--- src/rtl/instr_fetch_ctrl_if.sv ---
// Fetch-controller bus: control inputs, instruction-memory port and IF/ID outputs.
// FETCH_PERF_CNT_EN adds the cycle/stall/flush counter outputs.
interface instr_fetch_ctrl_if #(
    parameter int PC_W    = 10,
    parameter int INSTR_W = 9
);
    logic               start;
    logic               stall;
    logic               branch;
    logic [PC_W-1:0]    branch_target;
    logic [PC_W-1:0]    imem_addr;
    logic [INSTR_W-1:0] imem_rdata;
    logic [INSTR_W-1:0] instr_out;
    logic [PC_W-1:0]    instr_pc;
    logic               instr_valid;
    logic [PC_W-1:0]    pc;
    logic               done;
`ifdef FETCH_PERF_CNT_EN
    logic [31:0]        cycle_cnt;
    logic [31:0]        stall_cnt;
    logic [15:0]        flush_cnt;
`endif

    modport master (
        input  start, stall, branch, branch_target, imem_rdata,
        output imem_addr, instr_out, instr_pc, instr_valid, pc, done
`ifdef FETCH_PERF_CNT_EN
        , output cycle_cnt, stall_cnt, flush_cnt
`endif
    );

    modport slave (
        output start, stall, branch, branch_target, imem_rdata,
        input  imem_addr, instr_out, instr_pc, instr_valid, pc, done
`ifdef FETCH_PERF_CNT_EN
        , input cycle_cnt, stall_cnt, flush_cnt
`endif
    );
endinterface

--- src/rtl/instr_fetch_ctrl.sv ---
// Instruction fetch controller: IDLE/RUN/DRAIN/DONE sequencer over a combinational ROM.
// Optional FETCH_PERF_CNT_EN adds saturating cycle/stall/flush counters.
module instr_fetch_ctrl #(
    parameter int                  PC_W         = 10,
    parameter int                  INSTR_W      = 9,
    parameter logic [INSTR_W-1:0]  HALT_INSTR   = '1,
    parameter int                  DRAIN_CYCLES = 4
) (
    input  logic                clk_i,
    input  logic                reset_i,
    instr_fetch_ctrl_if.master  bus
);
    localparam int CNT_W = 4;

    typedef enum logic [1:0] {IDLE, RUN, DRAIN, DONE} state_e;

    state_e             state_q, state_d;
    logic [PC_W-1:0]    pc_q, pc_d;
    logic [INSTR_W-1:0] instr_q, instr_d;
    logic [PC_W-1:0]    ipc_q, ipc_d;
    logic               vld_q, vld_d;
    logic               done_q, done_d;
    logic [CNT_W-1:0]   cnt_q, cnt_d;
    logic               start_acc;

    always_ff @(posedge clk_i or posedge reset_i) begin
        if (reset_i) begin
            state_q <= IDLE;
            pc_q    <= '0;
            instr_q <= '0;
            ipc_q   <= '0;
            vld_q   <= 1'b0;
            done_q  <= 1'b0;
            cnt_q   <= '0;
        end else begin
            state_q <= state_d;
            pc_q    <= pc_d;
            instr_q <= instr_d;
            ipc_q   <= ipc_d;
            vld_q   <= vld_d;
            done_q  <= done_d;
            cnt_q   <= cnt_d;
        end
    end

    always_comb begin
        state_d   = state_q;
        pc_d      = pc_q;
        instr_d   = instr_q;
        ipc_d     = ipc_q;
        vld_d     = vld_q;
        done_d    = done_q;
        cnt_d     = cnt_q;
        start_acc = 1'b0;
        case (state_q)
            IDLE: begin
                pc_d  = '0;
                vld_d = 1'b0;
                // The start edge only arms RUN; the first fetch happens one edge later.
                if (bus.start) begin
                    state_d   = RUN;
                    start_acc = 1'b1;
                end
            end
            RUN: begin
                if (bus.branch) begin
                    pc_d  = bus.branch_target;
                    vld_d = 1'b0;
                end else if (!bus.stall) begin
                    instr_d = bus.imem_rdata;
                    ipc_d   = pc_q;
                    vld_d   = 1'b1;
                    if (bus.imem_rdata == HALT_INSTR) begin
                        state_d = DRAIN;
                        cnt_d   = CNT_W'(DRAIN_CYCLES);
                    end else begin
                        pc_d = pc_q + 1'b1;
                    end
                end
            end
            DRAIN: begin
                // A late branch means the halt was fetched down a wrong path.
                if (bus.branch) begin
                    pc_d    = bus.branch_target;
                    vld_d   = 1'b0;
                    cnt_d   = '0;
                    state_d = RUN;
                end else if (!bus.stall) begin
                    vld_d = 1'b0;
                    cnt_d = cnt_q - 1'b1;
                    if (cnt_q == CNT_W'(1)) begin
                        state_d = DONE;
                        done_d  = 1'b1;
                    end
                end
            end
            DONE: begin
                vld_d = 1'b0;
                if (bus.start) begin
                    pc_d      = '0;
                    done_d    = 1'b0;
                    state_d   = RUN;
                    start_acc = 1'b1;
                end
            end
            default: state_d = IDLE;
        endcase
    end

    assign bus.imem_addr   = pc_q;
    assign bus.pc          = pc_q;
    assign bus.instr_out   = instr_q;
    assign bus.instr_pc    = ipc_q;
    assign bus.instr_valid = vld_q;
    assign bus.done        = done_q;

`ifdef FETCH_PERF_CNT_EN
    logic [31:0] cyc_q, stl_q;
    logic [15:0] fls_q;
    logic        active;

    assign active = (state_q == RUN) || (state_q == DRAIN);

    always_ff @(posedge clk_i or posedge reset_i) begin
        if (reset_i) begin
            cyc_q <= '0;
            stl_q <= '0;
            fls_q <= '0;
        end else if (start_acc) begin
            cyc_q <= '0;
            stl_q <= '0;
            fls_q <= '0;
        end else if (active) begin
            if (cyc_q != '1)
                cyc_q <= cyc_q + 32'd1;
            if ((state_q == RUN) && bus.stall && !bus.branch && (stl_q != '1))
                stl_q <= stl_q + 32'd1;
            if (bus.branch && (fls_q != '1))
                fls_q <= fls_q + 16'd1;
        end
    end

    assign bus.cycle_cnt = cyc_q;
    assign bus.stall_cnt = stl_q;
    assign bus.flush_cnt = fls_q;
`endif
endmodule

--- src/flat_wrapper.sv ---
// flat-port wrapper written by rule: the top's interface ports become plain ports
module instr_fetch_ctrl_flat 
#(
    parameter int                  PC_W         = 10,
    parameter int                  INSTR_W      = 9,
    parameter logic [INSTR_W-1:0]  HALT_INSTR   = '1,
    parameter int                  DRAIN_CYCLES = 4
)
  (clk_i, reset_i, bus_start, bus_stall, bus_branch, bus_branch_target, bus_imem_rdata, bus_imem_addr, bus_instr_out, bus_instr_pc, bus_instr_valid, bus_pc, bus_done);
  instr_fetch_ctrl_if #(.PC_W(PC_W), .INSTR_W(INSTR_W)) bus_i ();
  input  logic clk_i;
  input  logic reset_i;
  input wire logic [$bits(bus_i.start)-1:0] bus_start;
  input wire logic [$bits(bus_i.stall)-1:0] bus_stall;
  input wire logic [$bits(bus_i.branch)-1:0] bus_branch;
  input wire logic [$bits(bus_i.branch_target)-1:0] bus_branch_target;
  input wire logic [$bits(bus_i.imem_rdata)-1:0] bus_imem_rdata;
  output wire logic [$bits(bus_i.imem_addr)-1:0] bus_imem_addr;
  output wire logic [$bits(bus_i.instr_out)-1:0] bus_instr_out;
  output wire logic [$bits(bus_i.instr_pc)-1:0] bus_instr_pc;
  output wire logic [$bits(bus_i.instr_valid)-1:0] bus_instr_valid;
  output wire logic [$bits(bus_i.pc)-1:0] bus_pc;
  output wire logic [$bits(bus_i.done)-1:0] bus_done;
  assign bus_i.start = bus_start;
  assign bus_i.stall = bus_stall;
  assign bus_i.branch = bus_branch;
  assign bus_i.branch_target = bus_branch_target;
  assign bus_i.imem_rdata = bus_imem_rdata;
  assign bus_imem_addr = bus_i.imem_addr;
  assign bus_instr_out = bus_i.instr_out;
  assign bus_instr_pc = bus_i.instr_pc;
  assign bus_instr_valid = bus_i.instr_valid;
  assign bus_pc = bus_i.pc;
  assign bus_done = bus_i.done;
  instr_fetch_ctrl #(.PC_W(PC_W), .INSTR_W(INSTR_W), .HALT_INSTR(HALT_INSTR), .DRAIN_CYCLES(DRAIN_CYCLES)) u_core (.clk_i(clk_i), .reset_i(reset_i), .bus(bus_i));
endmodule
--- config.mk ---
export PLATFORM = sky130hd
export DESIGN_NAME = instr_fetch_ctrl_flat
export DESIGN_NICKNAME = d
export VERILOG_FILES = /design/src/rtl/instr_fetch_ctrl_if.sv /design/src/rtl/instr_fetch_ctrl.sv /design/src/flat_wrapper.sv
export SDC_FILE = /design/constraint.sdc
export NUM_CORES = 1
export LEC_CHECK = 0
export CORE_MARGIN = 4
export CORE_UTILIZATION = 42
export DETAILED_ROUTE_END_ITERATION = 7
export GPL_TIMING_DRIVEN = 0
export PLACE_DENSITY = 0.77
export SETUP_SLACK_MARGIN = 0.5
export SLEW_MARGIN = 20
export SYNTH_ARGS = -nofsm -noshare
export SYNTH_HDL_FRONTEND = slang
export SYNTH_SLANG_ARGS = --single-unit
--- constraint.sdc ---
create_clock -name clk_i -period 2 [get_ports clk_i]
set_clock_uncertainty 0.1 [all_clocks]
set_input_delay 0.3 -clock clk_i [delete_from_list [all_inputs] [get_ports clk_i]]
set_output_delay 0.3 -clock clk_i [all_outputs]
set_load 0.1 [all_outputs]
# Yosys cells after proc, flatten, opt, wreduce, memory -nomap -nowiden
# Index checks and enable logic that the tools add are counted.
[word_totals] inputBits=24 n_memories=0 elab_cells=69 mem_bits_rw=0 latch_bits=0 regBits=37 romBits=0
[op_classes] bitwise_logic=2 n_eq_ne=18 n_mux=30 shift=0 n_mul=0 div=0 magnitude_cmp=0 n_reduce_logical=10 addsub=2
[op_table] operator="$mux W10" n=5
[op_table] operator="$pmux W10 S4" n=1
[op_table] operator="$mux W4" n=5
[op_table] operator="$mux W2" n=7
[op_table] operator="$ne A2 B2 Y1 const B" n=6
[op_table] operator="$add A10 B1 Y10 const B" n=1
[op_table] operator="$reduce_and A5 Y1" n=2
[op_table] operator="$eq A9 B9 Y1 const B" n=1
[op_table] operator="$ne A3 B3 Y1 const B" n=3
[op_table] operator="$mux W1" n=8
[op_table] operator="$pmux W4 S2" n=1
[op_table] operator="$ne A2 B1 Y1 const B" n=3
[op_table] operator="$pmux W2 S3" n=1
[op_table] operator="$reduce_and A6 Y1" n=1
[op_table] operator="$eq A2 B2 Y1 const B" n=2
[op_table] operator="$eq A4 B1 Y1 const B" n=1
[op_table] operator="$reduce_and A4 Y1" n=1
[op_table] operator="$reduce_bool A2 Y1" n=2
[op_table] operator="$sub A4 B1 Y4 const B" n=1
[op_table] operator="$ne A3 B2 Y1 const B" n=1
[op_table] operator="$pmux W1 S3" n=1
[op_table] operator="$reduce_and A3 Y1" n=1
[op_table] operator="$eq A2 B1 Y1 const B" n=1
[op_table] operator="$logic_not A2 Y1" n=1
[op_table] operator="other kinds (4)" n=5

# Depth between registers and ports, before layout
[depth] word_depth=5 ltp_mapped=8

# Worst setup path before layout
# No wires, ideal clock.
[synth_path] path_type="register -> register" start="register u_core.pc_q[0], in the netlist u_core.bus.imem_addr[0]" end="register u_core.pc_q[6], in the netlist u_core.bus.imem_addr[6]" path_stages_with_launch=6 setup_slack_ns=-0.301 required_ns=1.830 arrival_ns=2.131 path_cell_list="dfrtp_1 ha_1 nand4_1 or4_1 nand3_1 a22o_1"
[synth_between] elab_chain_len=5
[synth_rtl] item="start, declared" line_no="instr_fetch_ctrl.sv:18" source="logic [PC_W-1:0] pc_q, pc_d;"
[synth_rtl] item="start signal, assigned" line_no="instr_fetch_ctrl.sv:37" source="pc_q <= pc_d;"
[synth_rtl] item="$add A10 B1 Y10" line_no="instr_fetch_ctrl.sv:77" source="pc_d = pc_q + 1'b1;"
[synth_rtl] item="$mux W10" line_no="instr_fetch_ctrl.sv:73" source="if (bus.imem_rdata == HALT_INSTR) begin"
[synth_rtl] item="$mux W10" line_no="instr_fetch_ctrl.sv:69" source="end else if (!bus.stall) begin"
[synth_rtl] item="$mux W10" line_no="instr_fetch_ctrl.sv:66" source="if (bus.branch) begin"
[synth_rtl] item="$pmux W10 S4" line_no="instr_fetch_ctrl.sv:55" source="case (state_q)"
# Every way passes these cells. The select of a mux whose other input is x is not followed.
# A chain may end at the register's enable or synchronous reset.

# Worst setup path after layout
[layout_path] start="register u_core.state_q[1]" end="register u_core.state_q[1]"
[layout_between] elab_chain_len=4 elab_cells_between_ends=13
[layout_rtl] item="start, declared" line_no="instr_fetch_ctrl.sv:17" source="state_e state_q, state_d;"
[layout_rtl] item="start signal, assigned" line_no="instr_fetch_ctrl.sv:36" source="state_q <= state_d;"
[layout_rtl] item="$eq A2 B2 Y1 or $logic_not A2 Y1 (tied branches)"
[layout_rtl] item="$reduce_or A2 Y1 (no line)"
[layout_rtl] item="$ne A2 B1 Y1 (no line)"
[layout_rtl] item="$reduce_and A6 Y1 (no line)"
# Several ways; a longest one is shown, not always the timed one.

==> results.ini <==
[outcome]
run_status = finished clean

[logic_synthesis]
netlist_area_mm2 = 0.00210
synth-edff-count = 0
avgSynthCellArea_um2 = 10.7
synthTopCellsByCount = 37 x dfrtp_1, 20 x mux2_2, 13 x inv_1
yosysMostFrequentCell = dfrtp_1
synth_flop_cell = dfrtp_1
seq_area_frac_synth_pct = 44.2
ys_warn_count = 0
ys_types = 45
yosys.area.top_type = dfrtp_1
synth-seq-cells = 37
yosys-top-cells-area = dfrtp_1 44%, mux2_2 11%, ha_1 4.2%
synth_top_area_share_pct = 44.2
async_reset_ff_share_pct = 100
synth_fp_nets = 227
synthCells = 196

[sta]
report.final.hold_viol_count = 0
slew_headroom_pct = 67.2
holdWs_ns = 0.211
setup_violations = 0
finalCritPeriodShare_pct = 95.8
slew_viol_final = 0
tightest_slew_ns = 0.496
min_period_ns = 1.92
rsz0062_at_grt = yes
fmaxAchievable_ghz = 0.522

[worst_setup_path]
arrival_ns = 1.99
crit_path_top_delay_cell = dfrtp_2
cp_max_fo = 10
setup.worst_path.end_class = flop
cpLargestDelayFamily = flip-flops
startpoint_type = flop
critical-path-max-stage-delay_ns = 0.44
rrSetupSlack_ns = 0.08
crit_required_ns = 2.08
critPathBufInv = 2
worstSetupPathType = flop to flop
path_cells = buf_4 > ha_4 > buf_6 > nor2b_4 > o22ai_2 > o2111ai_4 > mux2_4

[clock_tree]
root_buffer = clkbuf_8
cts_made_buffers = 5
clk_path_buf_depth = 2
cts_tree = yes
cts.reportedPaths.clkPinSlew_ns = 0.08
cts.sinks = 37
insertion_delay_ns = 0.30
htreeDepth = 2
hold_buffers = 0

[die]
initial_core_util_pct = 43.8
die_h_um = 78.7
rows = 25
die_area_mm2 = 0.00619
boundaryPins = 65
die_w_um = 78.7
core_area_mm2 = 0.00479

[grt]
grt_use_met3_pct = 4.13
grt_pass1_vias = 1979
antenna_found_initial = 0
grt_remaining_overflow = 0
busiest_layer = met2
global_route.usage.met2_pct = 35.1
grt_util_met1_pct = 25.3
grt_pass1_wl_um = 9900
grt_max_degree = 20
track_usage_pct = 20.7

[detailed_routing]
routed_wl_um = 7940
drc = 0
avgViaCountPerCell = 5.76
drtAntennaViolNets = 0
vias = 2187
first_pass_iters = 4
routedWlPerCell_um = 20.9
drtIter0Drc = 242

[layout]
multi_input_area_mm2 = 0.00144
fillCellCount = 259
nets = 343
antenna_cells = 0
area_growth_pct = 86.8
regArea_um2 = 965
drive_gt1_share_pct = 62.3

[placed_design]
port_buffers = 64
gp_congestion = 0.830
place_hpwl_um = 3990

[hold_path]
holdCritPathClass = input pin to flop

[job]
cap_violations = 0

-- routing by layer --
metal | vias to the layer above | part of all wire, %
li1 | 955 | -
met1 | 1084 | 39
met2 | 118 | 51
met3 | 30 | 6.9
met4 | 0 | 3.5
met5 | - | 0
-- path summary, 6_finish.rpt --
kind,startpoint,to,depth (start not counted)
setup / recovery,u_core.state_q[1],u_core.state_q[1],7
max in group asynchronous,reset_i,u_core.bus.imem_addr[7],3
hold reg to reg,u_core.bus.instr_pc[5],u_core.bus.instr_pc[5],1
min in group asynchronous,reset_i,u_core.bus.instr_pc[0],2
setup reg to reg,u_core.state_q[1],u_core.state_q[1],7
hold / removal,bus_imem_rdata[5],u_core.bus.instr_out[5],2
-- through the flow --
stage          TNS (ns)  utilization, %  cells  worst slack [ns]  cell area (um^2)
2_1_floorplan         0               -    196             0.245              2270
3_3_place_gp      -5.86            62.5    327            -0.250              2990
3_5_place_dp      -2.33            63.1    328            -0.143              3020
4_1_cts               0            70.0    356             0.135              3350
5_1_grt         -0.0153            81.8    380           -0.0153              3920
6_report              0            81.8    380            0.0839              3920
-- what timing repair did --
action / 4_1_cts / 5_1_grt
endpoints found under the setup margin: 78 / 63
setup buffers: 18 / 24
cloned: 2 / 0
pin swaps: 10 / 20
resized for setup: 270 / 97
-- sequential cells by signal, indices dropped and copies added, names as in the netlist --
| signal | count |
|---|---|
| u_core.bus.imem_addr | 10 |
| u_core.bus.instr_pc | 10 |
| u_core.state_q | 2 |
| u_core.bus.instr_out | 9 |
| u_core.bus.instr_valid | 1 |
| u_core.bus.done | 1 |
| u_core.cnt_q | 4 |
-- kinds of logic after synthesis --
logic type	count (synthesis)	share of synthesized area, %
buffers and inverters	29	7.34
XOR/XNOR	2	0.835
AND/OR/NAND/NOR	48	13.3
multiplexers	24	12.7
adder cells (fa/ha/maj)	7	4.18
AO/OA/AOI/OAI	49	17.5
flip-flops	37	44.2
-- final cells by class --
class                      instances  area share, %
clock buffer                       7           2.20
sequential                        37           24.6
multi-input combinational        130           36.7
clock inverter                     1          0.767
tap                               67           2.14
inverter                          13           1.34
timing repair buffer             109           27.8
buffer                            16           4.41
-- placed cells by master, fill, tap and decap left out, types with 4 or more instances in the layout --
master           synthesis  layout
clkbuf_4                 0      12
inv_1                   13       8
ha_1                     7       4
clkdlybuf4s50_1          0      19
mux2_4                   0      21
buf_2                    3       9
nor2_1                   7       7
buf_4                   11      36
dfrtp_2                  0       4
nand4_1                  4       4
nand2_1                  8       6
nand3_1                  8       6
inv_2                    0       4
buf_12                   0       9
buf_6                    0      31
dfrtp_1                 37      24
clkbuf_8                 0       7
o21ai_0                  8       6
dfrtp_4                  0       9
Power is not shown: default switching activity piles up to over one toggle a cycle in this logic, so the estimate is an artifact.
